File: config.mk
export PLATFORM = sky130hd
export DESIGN_NAME = vga_timing_gen
export DESIGN_NICKNAME = d
export VERILOG_FILES = /design/src/rtl/vga_timing_gen_pkg.sv /design/src/rtl/vga_sync_delay.sv /design/src/rtl/vga_timing_gen.sv
export SDC_FILE = /design/constraint.sdc
export NUM_CORES = 1
export LEC_CHECK = 0
export ABC_AREA = 1
export BUFFER_PORTS_ARGS = -buffer_cell sky130_fd_sc_hd__buf_2
export CORE_ASPECT_RATIO = 0.6
export CORE_MARGIN = 10
export CORE_UTILIZATION = 48
export DETAILED_ROUTE_END_ITERATION = 10
export HOLD_SLACK_MARGIN = 0.03
export PLACE_DENSITY = 0.76
export SLEW_MARGIN = 30
export SYNTH_ARGS = -nofsm -noshare
export SYNTH_HDL_FRONTEND = slang
export SYNTH_SLANG_ARGS = --single-unit
File: constraint.sdc
create_clock -name clk -period 1.3 [get_ports clk]
set_input_delay 0.26 -clock clk [delete_from_list [all_inputs] [get_ports clk]]
set_output_delay 0.26 -clock clk [all_outputs]
set_load 0.005 [all_outputs]
File: src/rtl/vga_timing_gen_pkg.sv
// Shared timing constants, coordinate type and pipeline stage layout for the VGA raster generator.
// The H_/V_ values are the 640x480@60 defaults that the top-level parameters start from.
package vga_timing_pkg;

  typedef logic [9:0] coord_t;

  localparam int H_ACTIVE = 640;
  localparam int H_FP     = 16;
  localparam int H_SYNC   = 96;
  localparam int H_BP     = 48;
  localparam int H_TOTAL  = H_ACTIVE + H_FP + H_SYNC + H_BP;

  localparam int V_ACTIVE = 480;
  localparam int V_FP     = 10;
  localparam int V_SYNC   = 2;
  localparam int V_BP     = 33;
  localparam int V_TOTAL  = V_ACTIVE + V_FP + V_SYNC + V_BP;

  localparam int HS_START = H_ACTIVE + H_FP;
  localparam int HS_END   = HS_START + H_SYNC;
  localparam int VS_START = V_ACTIVE + V_FP;
  localparam int VS_END   = VS_START + V_SYNC;

  // One pixel's worth of output data as it travels down the delay line.
  typedef struct packed {
    logic        valid;
    logic        hs;
    logic        vs;
    logic [11:0] rgb;
  } pix_stage_t;

  // Half-open window test, lo <= pos < hi, done in 10 bits.
  function automatic logic in_window(coord_t pos, coord_t lo, coord_t hi);
    return (pos >= lo) && (pos < hi);
  endfunction

endpackage

File: src/rtl/vga_sync_delay.sv
// DEPTH-stage shift register carrying {valid, hs, vs, rgb}; every stage moves only on a pixel tick,
// so the lag is counted in pixel periods, not system clocks.
module vga_sync_delay
  import vga_timing_pkg::*;
#(
  parameter int DEPTH = 1
) (
  input  logic       clk,
  input  logic       rst_n,
  input  logic       en_i,
  input  pix_stage_t d_i,
  output pix_stage_t q_o
);

  pix_stage_t stage_q [DEPTH];

  always_ff @(posedge clk or negedge rst_n) begin
    if (!rst_n) begin
      for (int i = 0; i < DEPTH; i++) stage_q[i] <= '0;
    end else if (en_i) begin
      stage_q[0] <= d_i;
      for (int i = 1; i < DEPTH; i++) stage_q[i] <= stage_q[i-1];
    end
  end

  assign q_o = stage_q[DEPTH-1];

endmodule

File: src/rtl/vga_timing_gen.sv
// VGA raster timing generator: pixel-tick divider, h/v counters, active decode, frame_start,
// and the pixel-tick-aligned delay line that lines RGB up with hsync/vsync.
module vga_timing_gen #(
  parameter int   CLK_DIV  = 4,
  parameter int   H_ACTIVE = vga_timing_pkg::H_ACTIVE,
  parameter int   H_FP     = vga_timing_pkg::H_FP,
  parameter int   H_SYNC   = vga_timing_pkg::H_SYNC,
  parameter int   H_BP     = vga_timing_pkg::H_BP,
  parameter int   V_ACTIVE = vga_timing_pkg::V_ACTIVE,
  parameter int   V_FP     = vga_timing_pkg::V_FP,
  parameter int   V_SYNC   = vga_timing_pkg::V_SYNC,
  parameter int   V_BP     = vga_timing_pkg::V_BP,
  parameter logic SYNC_POL = 1'b0,
  parameter int   PIPE_DLY = 1
) (
  input  logic        clk,
  input  logic        rst_n,
  input  logic [11:0] pixel_in,
  output logic        pix_tick,
  output logic [9:0]  h_cnt,
  output logic [9:0]  v_cnt,
  output logic        valid,
  output logic [3:0]  vga_r,
  output logic [3:0]  vga_g,
  output logic [3:0]  vga_b,
  output logic        hsync,
  output logic        vsync,
  output logic        frame_start
);

  localparam int H_TOT  = H_ACTIVE + H_FP + H_SYNC + H_BP;
  localparam int V_TOT  = V_ACTIVE + V_FP + V_SYNC + V_BP;
  localparam int HS_BEG = H_ACTIVE + H_FP;
  localparam int VS_BEG = V_ACTIVE + V_FP;
  localparam int DIV_W  = (CLK_DIV > 1) ? $clog2(CLK_DIV) : 1;

  import vga_timing_pkg::*;

  localparam coord_t H_LAST  = coord_t'(H_TOT - 1);
  localparam coord_t V_LAST  = coord_t'(V_TOT - 1);
  localparam coord_t H_ACT_C = coord_t'(H_ACTIVE);
  localparam coord_t V_ACT_C = coord_t'(V_ACTIVE);
  localparam coord_t HS_LO   = coord_t'(HS_BEG);
  localparam coord_t HS_HI   = coord_t'(HS_BEG + H_SYNC);
  localparam coord_t VS_LO   = coord_t'(VS_BEG);
  localparam coord_t VS_HI   = coord_t'(VS_BEG + V_SYNC);
  localparam logic [DIV_W-1:0] DIV_LAST = DIV_W'(CLK_DIV - 1);

  logic [DIV_W-1:0] div_q, div_d;
  coord_t           hc_q, hc_d;
  coord_t           vc_q, vc_d;
  logic             frame_start_q, frame_start_d;
  logic             tick, active, h_wrap, v_wrap;
  pix_stage_t       stage_in, stage_out;

  assign tick   = (div_q == DIV_LAST);
  assign h_wrap = (hc_q == H_LAST);
  assign v_wrap = (vc_q == V_LAST);
  assign active = (hc_q < H_ACT_C) && (vc_q < V_ACT_C);

  // vc only moves on the tick where hc wraps, so a frame wrap updates both together.
  always_comb begin
    div_d         = tick ? '0 : div_q + DIV_W'(1);
    hc_d          = hc_q;
    vc_d          = vc_q;
    frame_start_d = tick && h_wrap && v_wrap;
    if (tick) begin
      hc_d = h_wrap ? '0 : hc_q + coord_t'(1);
      if (h_wrap) vc_d = v_wrap ? '0 : vc_q + coord_t'(1);
    end
  end

  always_ff @(posedge clk or negedge rst_n) begin
    if (!rst_n) begin
      div_q         <= '0;
      hc_q          <= '0;
      vc_q          <= '0;
      frame_start_q <= 1'b0;
    end else begin
      div_q         <= div_d;
      hc_q          <= hc_d;
      vc_q          <= vc_d;
      frame_start_q <= frame_start_d;
    end
  end

  always_comb begin
    stage_in       = '0;
    stage_in.valid = active;
    stage_in.hs    = in_window(hc_q, HS_LO, HS_HI);
    stage_in.vs    = in_window(vc_q, VS_LO, VS_HI);
    stage_in.rgb   = active ? pixel_in : 12'h000;
  end

  vga_sync_delay #(
    .DEPTH (PIPE_DLY)
  ) u_sync_delay (
    .clk   (clk),
    .rst_n (rst_n),
    .en_i  (tick),
    .d_i   (stage_in),
    .q_o   (stage_out)
  );

  assign pix_tick    = tick;
  assign h_cnt       = active ? hc_q : '0;
  assign v_cnt       = active ? vc_q : '0;
  assign valid       = stage_out.valid;
  assign vga_r       = stage_out.rgb[11:8];
  assign vga_g       = stage_out.rgb[7:4];
  assign vga_b       = stage_out.rgb[3:0];
  assign hsync       = stage_out.hs ? SYNC_POL : ~SYNC_POL;
  assign vsync       = stage_out.vs ? SYNC_POL : ~SYNC_POL;
  assign frame_start = frame_start_q;

endmodule
==> results of run 1 <==
## timing repair
action	4_1_cts	5_1_grt
hold endpoints to repair	16	0
cloned	3	0
setup buffers	8	5
setup endpoints to repair	48	56
hold buffers	1	0
resized for setup	56	33
pin swaps	10	18
## per-layer routing
layer / global-route usage, % / wire [µm]
met5: 0 / 0
met2: 25.50 / 2724
met1: 21.35 / 2768
met3: 5.154 / 526
met4: 3.485 / 65
## cells by family (layout without fill, tap and decap cells)
kind of cell | Yosys count | in the layout | share of synthesized area (%)
and+or+nand+nor | 161 | 162 | 33.61
buffers and inverters | 53 | 147 | 13.52
DFF | 38 | 38 | 45.45
AOI/OAI and AO/OA | 17 | 17 | 4.246
adders and majority gates | 5 | 5 | 2.990
other | 1 | 1 | 0.1793
## worst max path at each step
stage / startpoint / to / slack, ns / cells past startpoint
final: vc_q[5]$_DFFE_PN0P_ / h_cnt[6] / -0.39 / 7
after global routing: vc_q[8]$_DFFE_PN0P_ / h_cnt[6] / -0.53 / 7
after CTS: vc_q[7]$_DFFE_PN0P_ / v_cnt[5] / -0.36 / 7
after detailed placement: vc_q[7]$_DFFE_PN0P_ / u_sync_delay.q_o[3]$_DFFE_PN0P_ / -0.22 / 8
after global placement: vc_q[7]$_DFFE_PN0P_ / u_sync_delay.q_o[10]$_DFFE_PN0P_ / -0.13 / 8
after floorplan: vc_q[6]$_DFFE_PN0P_ / h_cnt[7] / -0.06 / 7
## per-stage QoR
stage / setup WS (ns) / instance area [µm²] / std cells
global route: -0.5281 / 3120 / 430
finish: -0.3900 / 3120 / 430
CTS: -0.3616 / 2972 / 425
global placement: -0.1267 / 2586 / 405
detailed placement: -0.2210 / 2586 / 405
floorplan: -0.05782 / 2105 / 275
## state kept, by name, summed over array words and instances, names as in the netlist
register	count
u_sync_delay.q_o	15
frame_start	1
vc_q	10
hc_q	10
div_q	2
## where the power goes
group	total, W	leakage, nW	switching [W]	internal, W
clock	0.000862	0.0472	0.000436	0.000426
sequential	0.00121	0.484	0.00000975	0.00120
combinational	0.0000914	1.04	0.0000493	0.0000421
## cells in the final DEF (no fill, tap or decap), types with 2 or more instances in the layout
cell type and n:
buf_4 42, nand3_2 5, nor2_4 7, buf_6 13, o21ai_1 5, nor2_2 14, ha_4 2, ha_1 2
nor2_1 30, nand3_1 9, o21ai_0 7, nor3_4 2, nand4_4 2, dfrtp_1 38, inv_2 4, clkinvlp_4 2
o21ai_2 3, buf_2 48, nand2_2 9, inv_1 26, nand4_1 8, nor3_2 4, nand2_1 66, clkbuf_8 6
## worst register-to-register path, stage by stage (launching register included)
cell and delay [ns]:
dfrtp_1 0.37, ha_2 0.21, nand2_2 0.08, nor2_4 0.13, nand4_4 0.16, buf_8 0.19, nor2_2 0.09, nor2_1 0.06
nor2_1 0.09
## area by class of cell
class / count / area, µm² / area share (%)
well taps: 60 / 75.07 / 2.406
flip-flops and latches: 38 / 950.9 / 30.47
clock inverters: 2 / 12.51 / 0.4010
inverters: 33 / 142.6 / 4.571
clock buffers: 6 / 82.58 / 2.646
multi-input cells: 185 / 1110 / 35.57
repair buffers: 106 / 747.0 / 23.94
==> results.ini, run 1 <==
[min_path]
hold_path_end = u_sync_delay.q_o[11]$_DFFE_PN0P_
hold_start = pixel_in[11]
min_path_cells = 3
hold_class = in2reg

[routing]
vias = 2106
drtPass1Iterations = 4
drtIter0Drc = 167
drc_errors = 0
ant_nets = 0
post_drt_wl_per_cell_um = 14.15
routed_wl_um = 6085
vias_per_cell = 4.898

[layout]
fin_nets = 388
final_util_pct = 74.89
n_antenna_cell = 0
drive_gt1_share_pct = 47.03
area_growth_pct = 49.16
fillCellCount = 304

[sta]
period_minus_slack_ns = 1.690
finalHoldViolCount = 0
hold_ws_ns = 0.1508
period_share_pct = 130.0
tns_ns = -8.727
setup-violations-final = 51
final.setup.worst_slack_ns = -0.3900
rsz0062_at_grt = yes
finClkSkew_ns = 0.008113
slew_violations = 0
fmax_mhz = 591.7

[yosys]
synth_cell_types = 25
syn_avg_cell_area_um2 = 7.607
synth_flop_cell = dfrtp_1
ys_seq_area_share_pct = 45.45
yosysTopAreaCell = dfrtp_1
syn_nets = 294
yosysMostFrequentCell = nand2_1
async_flop_share_pct = 100.0
netlist_top_cells_area = dfrtp_1 (45%), nand2_1 (13%), nor2_1 (8.3%), inv_1 (5.4%), buf_4 (5.0%)
synth_edf_count = 0
synth_commonest_cells = nand2_1 (75), nor2_1 (46), dfrtp_1 (38), inv_1 (30), o21ai_0 (15)
synth_seq_cells = 38
synthCells = 275
synth_top_area_share_pct = 45.45
yosys_warnings = 0
synth_area_um2 = 2092

[floorplanning]
core_area_um2 = 4167
die-area_um2 = 7486
rows = 18
die_h_um = 71.14
io_pins = 51
die_w_um = 105.2
start_util_pct = 50.21

[grt]
grt-ovfl-total = 0
grt_use_total_pct = 16.22
grt_max_degree = 23
grt_pass1_wl_um = 10090
grt_pass1_vias = 2084
grt_antenna_before_repair = 0

[critical_path]
reg2reg_from = hc_q[1]$_DFFE_PN0P_
crit_type = reg2out
r2r_cells = 8
cp_top_family = simple AND/OR/NAND/NOR gates
start_kind = register
path_max_fanout = 9
required_ns = 1.04
rr_endpoint = vc_q[5]$_DFFE_PN0P_
endpoint_kind = output pin
r2r_slack_ns = -0.14
crit_arrival_ns = 1.43
crit_chain = nand2_1 -> nor2_2 -> nand2_2 -> nand4_4 -> buf_6 -> nor2_1 -> buf_2
path_buf_inv = 2
slowest_stage = dfrtp_1
cpPeakStageDelay_ns = 0.39

[power]
p_leak_nw = 1.571
irDropWorstVdd_uv = 609.0
p_total_w = 0.002163
power-per-cell-area_nw_per_um2 = 693.1

[clock_network]
numCtsBuffers = 5
insertion_delay_ns = 0.30
cts_tree = yes
clockRootBuffer = clkbuf_8
clock-sinks = 38
cts_buffer_depth = 2
cts_max_level = 2
cts.clk_slew.worst_paths_ns = 0.08

[placement]
io_buffer_count = 49
detailed_place_hpwl_um = 4153
gp_congestion = 0.8772

[outcome]
status = complete, but fails checks
violations = negative setup slack

[flow_run]
drv_cap = 0

(Power assumes the default switching activity.)
==> run 2, diff against run 1 <==
Settings changed: ABC_AREA 1 to unset, CORE_MARGIN 10 to unset.
==> results.ini, run 2 <==
[outcome]
status = complete, but fails checks
violations = negative setup slack

[routing]
ant_nets = 0  ; unchanged
drc_errors = 0  ; unchanged
vias_per_cell = 5.742  ; +17%
routed_wl_um = 7627  ; +25%
post_drt_wl_per_cell_um = 20.50  ; +45%
vias = 2136  ; +1.4%
drtIter0Drc = 247  ; +48%
drtPass1Iterations = 5  ; +1

[grt]
grt_antenna_before_repair = 0  ; unchanged
grt_pass1_wl_um = 8887  ; -12%
grt_max_degree = 39  ; +70%
grt_pass1_vias = 1693  ; -19%
grt-ovfl-total = 0  ; unchanged
grt_use_total_pct = 26.74  ; +11 points

[critical_path]
crit_type = reg2out
crit_chain = buf_6 -> o21a_4 -> nor3_4 -> buf_6 -> and2_1 -> buf_2
start_kind = register
path_max_fanout = 6  ; -3
required_ns = 1.04  ; about the same
endpoint_kind = output pin
r2r_slack_ns = -0.66  ; -0.52 ns
cpPeakStageDelay_ns = 0.41  ; +0.02 ns
cp_top_family = buffers and inverters
path_buf_inv = 3  ; +1
crit_arrival_ns = 1.72  ; +0.29 ns
cp_common_cell = buf_6
slowest_stage = dfrtp_1

[yosys]
synth_top_area_share_pct = 46.77  ; +1.3 points
syn_nets = 236  ; -20%
async_flop_share_pct = 100.0  ; unchanged
netlist_top_cells_area = dfrtp_1 (47%), and2_1 (5.5%), nand3_1 (5.4%), buf_4 (4.8%), o21ai_0 (4.4%)
synth_flop_cell = dfrtp_1
ys_seq_area_share_pct = 46.77  ; +1.3 points
synth_edf_count = 0  ; unchanged
synth_commonest_cells = dfrtp_1 (38), nand3_1 (22), inv_1 (19), and2_1 (18), o21ai_0 (18)
yosysTopAreaCell = dfrtp_1
synth_cell_types = 36  ; +44%
yosysMostFrequentCell = dfrtp_1
yosys_warnings = 0  ; unchanged
synthCells = 217  ; -21%
syn_avg_cell_area_um2 = 9.370  ; +23%
synth_seq_cells = 38  ; unchanged
synth_area_um2 = 2033  ; -2.8%

[clock_network]
clockRootBuffer = clkbuf_8
clock-sinks = 38  ; unchanged
cts_max_level = 2  ; unchanged
insertion_delay_ns = 0.29  ; about the same
numCtsBuffers = 5  ; unchanged
cts_buffer_depth = 2  ; unchanged
cts_tree = yes
cts.clk_slew.worst_paths_ns = 0.08  ; about the same

[placement]
io_buffer_count = 49  ; unchanged
dp.cells = 344  ; -15%
detailed_place_hpwl_um = 3520  ; -15%
gp_congestion = 0.8864  ; +1.0%

[power]
p_leak_nw = 1.590  ; +1.2%
irDropWorstVdd_uv = 533.2  ; -12%
power-per-cell-area_nw_per_um2 = 643.5  ; -7.2%

[layout]
final_util_pct = 88.11  ; +13 points
drive_gt1_share_pct = 60.95  ; +14 points
final_cells = 372  ; -13%
fin_nets = 333  ; -14%
fillCellCount = 175  ; -42%
n_antenna_cell = 0  ; unchanged
largest_reg_flops = 15  ; unchanged
mostFrequentLayoutCell = buf_4
final_cell_mix = buf_4 (42), buf_2 (38), dfrtp_1 (35), buf_6 (28), inv_1 (17)
area_growth_pct = 66.83

[sta]
fmax_mhz = 505.5  ; -15%
final.setup.worst_slack_ns = -0.6783  ; -0.2883 ns
rsz0062_at_grt = yes
finalHoldViolCount = 0  ; unchanged
slew_violations = 0  ; unchanged
finClkSkew_ns = 0.009264  ; +0.001151 ns
period_minus_slack_ns = 1.978  ; +0.2883 ns
setup-violations-final = 56  ; +9.8%
hold_ws_ns = 0.2010  ; +0.05020 ns
period_share_pct = 152.2  ; +22 points

[min_path]
hold_class = in2reg

[floorplanning]
die-area_um2 = 4509  ; -40%
rows = 17  ; -1
io_pins = 51  ; unchanged
core_area_um2 = 3850  ; -7.6%
die_h_um = 52.42  ; -26%
start_util_pct = 52.81  ; +2.6 points
die_w_um = 86.02  ; -18%

[flow_run]
drv_cap = 0  ; unchanged

[run 2: worst min-delay path, delay by kind of cell]
kind	cells	cell delay [ns]
AND/OR/NAND/NOR	1	0.07
buffers and inverters	1	0.08
AO/OA/AOI/OAI	1	0.05
[run 2: layer usage]
| metal | GRT usage [%] | wire length [µm] |
|---|---|---|
| met1 | 40.20 | 3123 |
| met3 | 5.039 | 726 |
| met5 | 0 | 0 |
| met4 | 6.111 | 259 |
| met2 | 39.81 | 3518 |
[run 2: path summary, 6_finish.rpt]
| kind | from | cells after the start | endpoint |
|---|---|---|---|
| min in group asynchronous | rst_n | 3 | hc_q[8]$_DFFE_PN0P_ |
| worst min-delay path | pixel_in[5] | 3 | u_sync_delay.q_o[5]$_DFFE_PN0P_ |
| worst min register to register | u_sync_delay.q_o[2]$_DFFE_PN0P_ | 2 | u_sync_delay.q_o[2]$_DFFE_PN0P_ |
| worst max-delay path | hc_q[7]$_DFFE_PN0P_ | 6 | v_cnt[8] |
| worst max register to register | hc_q[7]$_DFFE_PN0P_ | 11 | u_sync_delay.q_o[4]$_DFFE_PN0P_ |
| max in group asynchronous | rst_n | 3 | hc_q[4]$_DFFE_PN0P_ |
[run 2: kinds of logic after synthesis]
family,Yosys count,share of synthesized area [%]
xor gates and xnor gates,13,5.600
other,1,0.1844
buffers and inverters,43,10.40
DFF,38,46.77
AOI/OAI and AO/OA,23,6.277
adders and majority gates,5,3.077
and+or+nand+nor,92,26.65
muxes,2,1.046
[run 2: layout make-up]
class / count / area, µm² / share of cell area [%]
sequential: 38 / 954.7 / 28.14
timing repair buffer: 114 / 935.9 / 27.59
clock buffer: 6 / 82.58 / 2.435
tap: 57 / 71.32 / 2.103
inverter: 19 / 71.32 / 2.103
clock inverter: 2 / 12.51 / 0.3689
multi-input combinational: 136 / 1264 / 37.26
[run 2: metrics by stage]
stage / instance area, µm² / setup WS, ns / power, W / setup TNS, ns
after global placement: 2646 / -0.4639 / 0.001322 / -16.38
after CTS: 3033 / -0.6177 / 0.002145 / -23.08
after global routing: 3392 / -0.7137 / 0.002243 / -28.83
after floorplan: 2148 / -0.4491 / 0.001278 / -9.072
after detailed placement: 2646 / -0.4947 / 0.001324 / -17.41
final: 3392 / -0.6783 / 0.002183 / -26.97
[run 2: repair_timing]
action | 4_1_cts | 5_1_grt
hold endpoints to repair | 38 | 0
resized for setup | 41 | 69
buffers inserted | 10 | 11
hold buffers | 1 | 0
gates cloned | 1 | 1
endpoints found under the setup margin | 52 | 55
pin swaps | 17 | 26
[run 2: power by group]
| group | switching (W) | internal [W] |
|---|---|---|
| combinational | 0.0000610 | 0.0000441 |
| sequential | 0.0000112 | 0.00120 |
| clock | 0.000440 | 0.000427 |
| total | 0.000512 | 0.00167 |
==> run 3, diff against run 2 <==
Settings changed: PLACE_DENSITY 0.76 to 0.75, SYNTH_HIERARCHICAL set to 1.
==> results.ini, run 3 <==
[sta]
slew_violations = 0  ; unchanged
final.setup.worst_slack_ns = -0.6157  ; +0.06261 ns
period_minus_slack_ns = 1.916  ; -0.06261 ns
hold_ws_ns = 0.3084  ; +0.1075 ns
finalHoldViolCount = 0  ; unchanged
period_share_pct = 147.4  ; -4.8 points
fmax_mhz = 522.0  ; +3.3%
setup-violations-final = 53  ; -5.4%
rsz0062_at_grt = yes
finClkSkew_ns = 0.01105  ; +0.001784 ns

[clock_network]
cts_max_level = 2  ; unchanged
numCtsBuffers = 5  ; unchanged
cts.clk_slew.worst_paths_ns = 0.09  ; about the same
insertion_delay_ns = 0.30  ; about the same
cts_buffer_depth = 2  ; unchanged
clock-sinks = 38  ; unchanged
clockRootBuffer = clkbuf_8
cts_tree = yes

[grt]
grt-ovfl-total = 0  ; unchanged
grt_pass1_vias = 1709  ; +0.95%
grt_antenna_before_repair = 0  ; unchanged
grt_max_degree = 39  ; unchanged
grt_use_total_pct = 26.30  ; -0.44 points
grt_pass1_wl_um = 8921  ; +0.38%

[routing]
met1_length_um = 2872  ; -8.0%
routed_wl_um = 6460  ; -15%
drtPass1Iterations = 4  ; -1
vias = 1922  ; -10%
drc_errors = 0  ; unchanged
drtIter0Drc = 170  ; -31%
vias_per_cell = 5.354  ; -6.8%
wl_met3_um = 426  ; -41%
ant_nets = 0  ; unchanged
post_drt_wl_per_cell_um = 17.99  ; -12%
top_layer = met4
wl_met2_um = 2992  ; -15%

[yosys]
synth_cell_types = 42  ; +17%
syn_nets = 208  ; -12%
synth_commonest_cells = dfrtp_1 (38), and2_1 (27), nand3_1 (11), xnor2_1 (11), mux2_4 (10)
syn_avg_cell_area_um2 = 11.53  ; +23%
netlist_top_cells_area = dfrtp_1 (44%), and2_1 (7.7%), mux2_4 (6.9%), xnor2_1 (4.4%), buf_6 (3.1%)
synth_top_area_share_pct = 43.63  ; -3.1 points
synth_seq_cells = 38  ; unchanged
synth_area_um2 = 2180  ; +7.2%
synth_edf_count = 0  ; unchanged
synthCells = 189  ; -13%
synth_flop_cell = dfrtp_1
yosysTopAreaCell = dfrtp_1
yosys_warnings = 6  ; +6
ys_seq_area_share_pct = 43.63  ; -3.1 points
yosysMostFrequentCell = dfrtp_1
async_flop_share_pct = 100.0  ; unchanged

[layout]
finalInstanceArea_um2 = 3446  ; +1.6%
area_growth_pct = 58.09
drive_gt1_share_pct = 67.56  ; +6.6 points
largest_reg_flops = 15  ; unchanged
mostFrequentLayoutCell = buf_4
n_antenna_cell = 0  ; unchanged
final_cell_mix = buf_4 (40), dfrtp_1 (38), buf_2 (38), buf_6 (32), and2_4 (23)
fin_nets = 317  ; -4.8%

[power]
p_sw_w = 0.0005319  ; +3.9%
irDropWorstVdd_uv = 560.8  ; +5.2%
p_sw_share_pct = 22.30  ; -1.2 points
power-per-cell-area_nw_per_um2 = 692.2  ; +7.6%
p_seq_share_pct = 50.7  ; -4.8 points
p_comb_share_pct = 5.6  ; +0.8 points
clkPwrFrac_pct = 43.7  ; +4.0 points
internal_power_w = 0.001853  ; +11%
p_leak_nw = 1.648  ; +3.6%

[floorplanning]
die-area_um2 = 4823  ; +7.0%
core_area_um2 = 4234  ; +10%
io_pins = 51  ; unchanged
die_h_um = 54.20  ; +3.4%
rows = 18  ; +1
start_util_pct = 51.48  ; -1.3 points
die_w_um = 89.00  ; +3.5%

[critical_path]
slowest_stage = dfrtp_1
crit_type = reg2out
start_kind = register
path_max_fanout = 6  ; unchanged
r2r_slack_ns = -0.37  ; +0.29 ns
required_ns = 1.04  ; about the same
crit_arrival_ns = 1.66  ; -0.06 ns
endpoint_kind = output pin
cpPeakStageDelay_ns = 0.40  ; about the same
crit_chain = and3_4 -> and2_4 -> nor3_4 -> buf_6 -> and2_4 -> buf_6

[placement]
detailed_place_hpwl_um = 3445  ; -2.1%
gp_congestion = 0.8339  ; -5.9%
io_buffer_count = 49  ; unchanged
dpl_cell_area_um2 = 2693  ; +1.7%

[outcome]
violations = negative setup slack
status = complete, but fails checks

[min_path]
hold_class = in2reg

[flow_run]
drv_cap = 0  ; unchanged

[run 3: cell count changes in the layout (fill, tap and decap cells not counted), moves of 4 or more]
cell	previous run	this run
inv_1	17	7
buf_6	28	32
mux2_4	1	14
and2_4	10	23
nand3_2	14	5
o21ai_2	9	0
nand2_1	11	4
nand4_1	8	3
[run 3: critical path, delay by kind of cell, from the launching register on]
family	cells	cell delay, ns
buffers and inverters	2	0.25
AND/OR/NAND/NOR	4	0.69
flip-flops	1	0.40
[run 3: area by class of cell]
type | count | area (µm²)
Fill cell | 246 | 788.3
Sequential cell | 38 | 950.9
Tap cell | 60 | 75.07
Inverter | 7 | 26.28
Timing Repair Buffer | 115 | 943.4
Clock inverter | 3 | 45.04
Multi-Input combinational cell | 131 | 1336
Clock buffer | 5 | 68.82
[run 3: power groups by stage]
stage                     Sequential, W  Combinational [W]  Clock (W)
after CTS                       0.00121           0.000128    0.00105
after floorplan                 0.00123          0.0000412          0
after global routing            0.00121           0.000150    0.00110
after detailed placement        0.00123           0.000113          0
final                           0.00121           0.000134    0.00104
after global placement          0.00123           0.000111          0
[run 3: worst paths after layout]
| check | cells past startpoint | to | from |
|---|---|---|---|
| worst max register to register | 7 | vc_q[9]$_DFFE_PN0P_ | vc_q[5]$_DFFE_PN0P_ |
| worst max-delay path | 6 | h_cnt[6] | vc_q[7]$_DFFE_PN0P_ |
| worst min-delay path | 3 | u_sync_delay/q_o[8]$_DFFE_PN0P_ | pixel_in[8] |
| max in group asynchronous | 3 | hc_q[4]$_DFFE_PN0P_ | rst_n |
| min in group asynchronous | 3 | vc_q[1]$_DFFE_PN0P_ | rst_n |
| worst min register to register | 1 | u_sync_delay/q_o[11]$_DFFE_PN0P_ | u_sync_delay/q_o[11]$_DFFE_PN0P_ |
[run 3: logic make-up after synthesis]
kind of cell | after synthesis | share of synthesized area [%]
and+or+nand+nor | 88 | 27.27
AOI/OAI and AO/OA | 9 | 2.526
xor gates and xnor gates | 13 | 5.224
other | 1 | 0.1721
buffers and inverters | 20 | 8.840
adders and majority gates | 5 | 2.870
DFF | 38 | 43.63
muxes | 15 | 9.472
[run 3: routing by layer]
layer / global-route usage (%) / up-vias
met1: 34.74 / 942
met2: 43.97 / 98
li1: - / 867
met3: 4.755 / 15
met4: 9.788 / 0
met5: 0 / -
[run 3: through the flow]
stage,total power [W],TNS [ns],worst slack (ns),util (%),std cells
detailed placement,0.001346,-11.64,-0.3123,63.59,326
floorplan,0.001276,-10.56,-0.3751,-,189
global route,0.002465,-22.29,-0.6690,81.38,359
finish,0.002385,-19.40,-0.6157,81.38,359
global placement,0.001343,-10.42,-0.3109,63.59,326
CTS,0.002383,-17.17,-0.5754,75.71,353
[run 3: repair_timing]
| action | in CTS | in global routing |
|---|---|---|
| resized for setup | 59 | 46 |
| endpoints found under the hold margin | 38 | 0 |
| hold buffers | 1 | 0 |
| pin swaps | 31 | 15 |
| endpoints found under the setup margin | 54 | 54 |
| cloned | 3 | 0 |
| setup buffers | 16 | 11 |
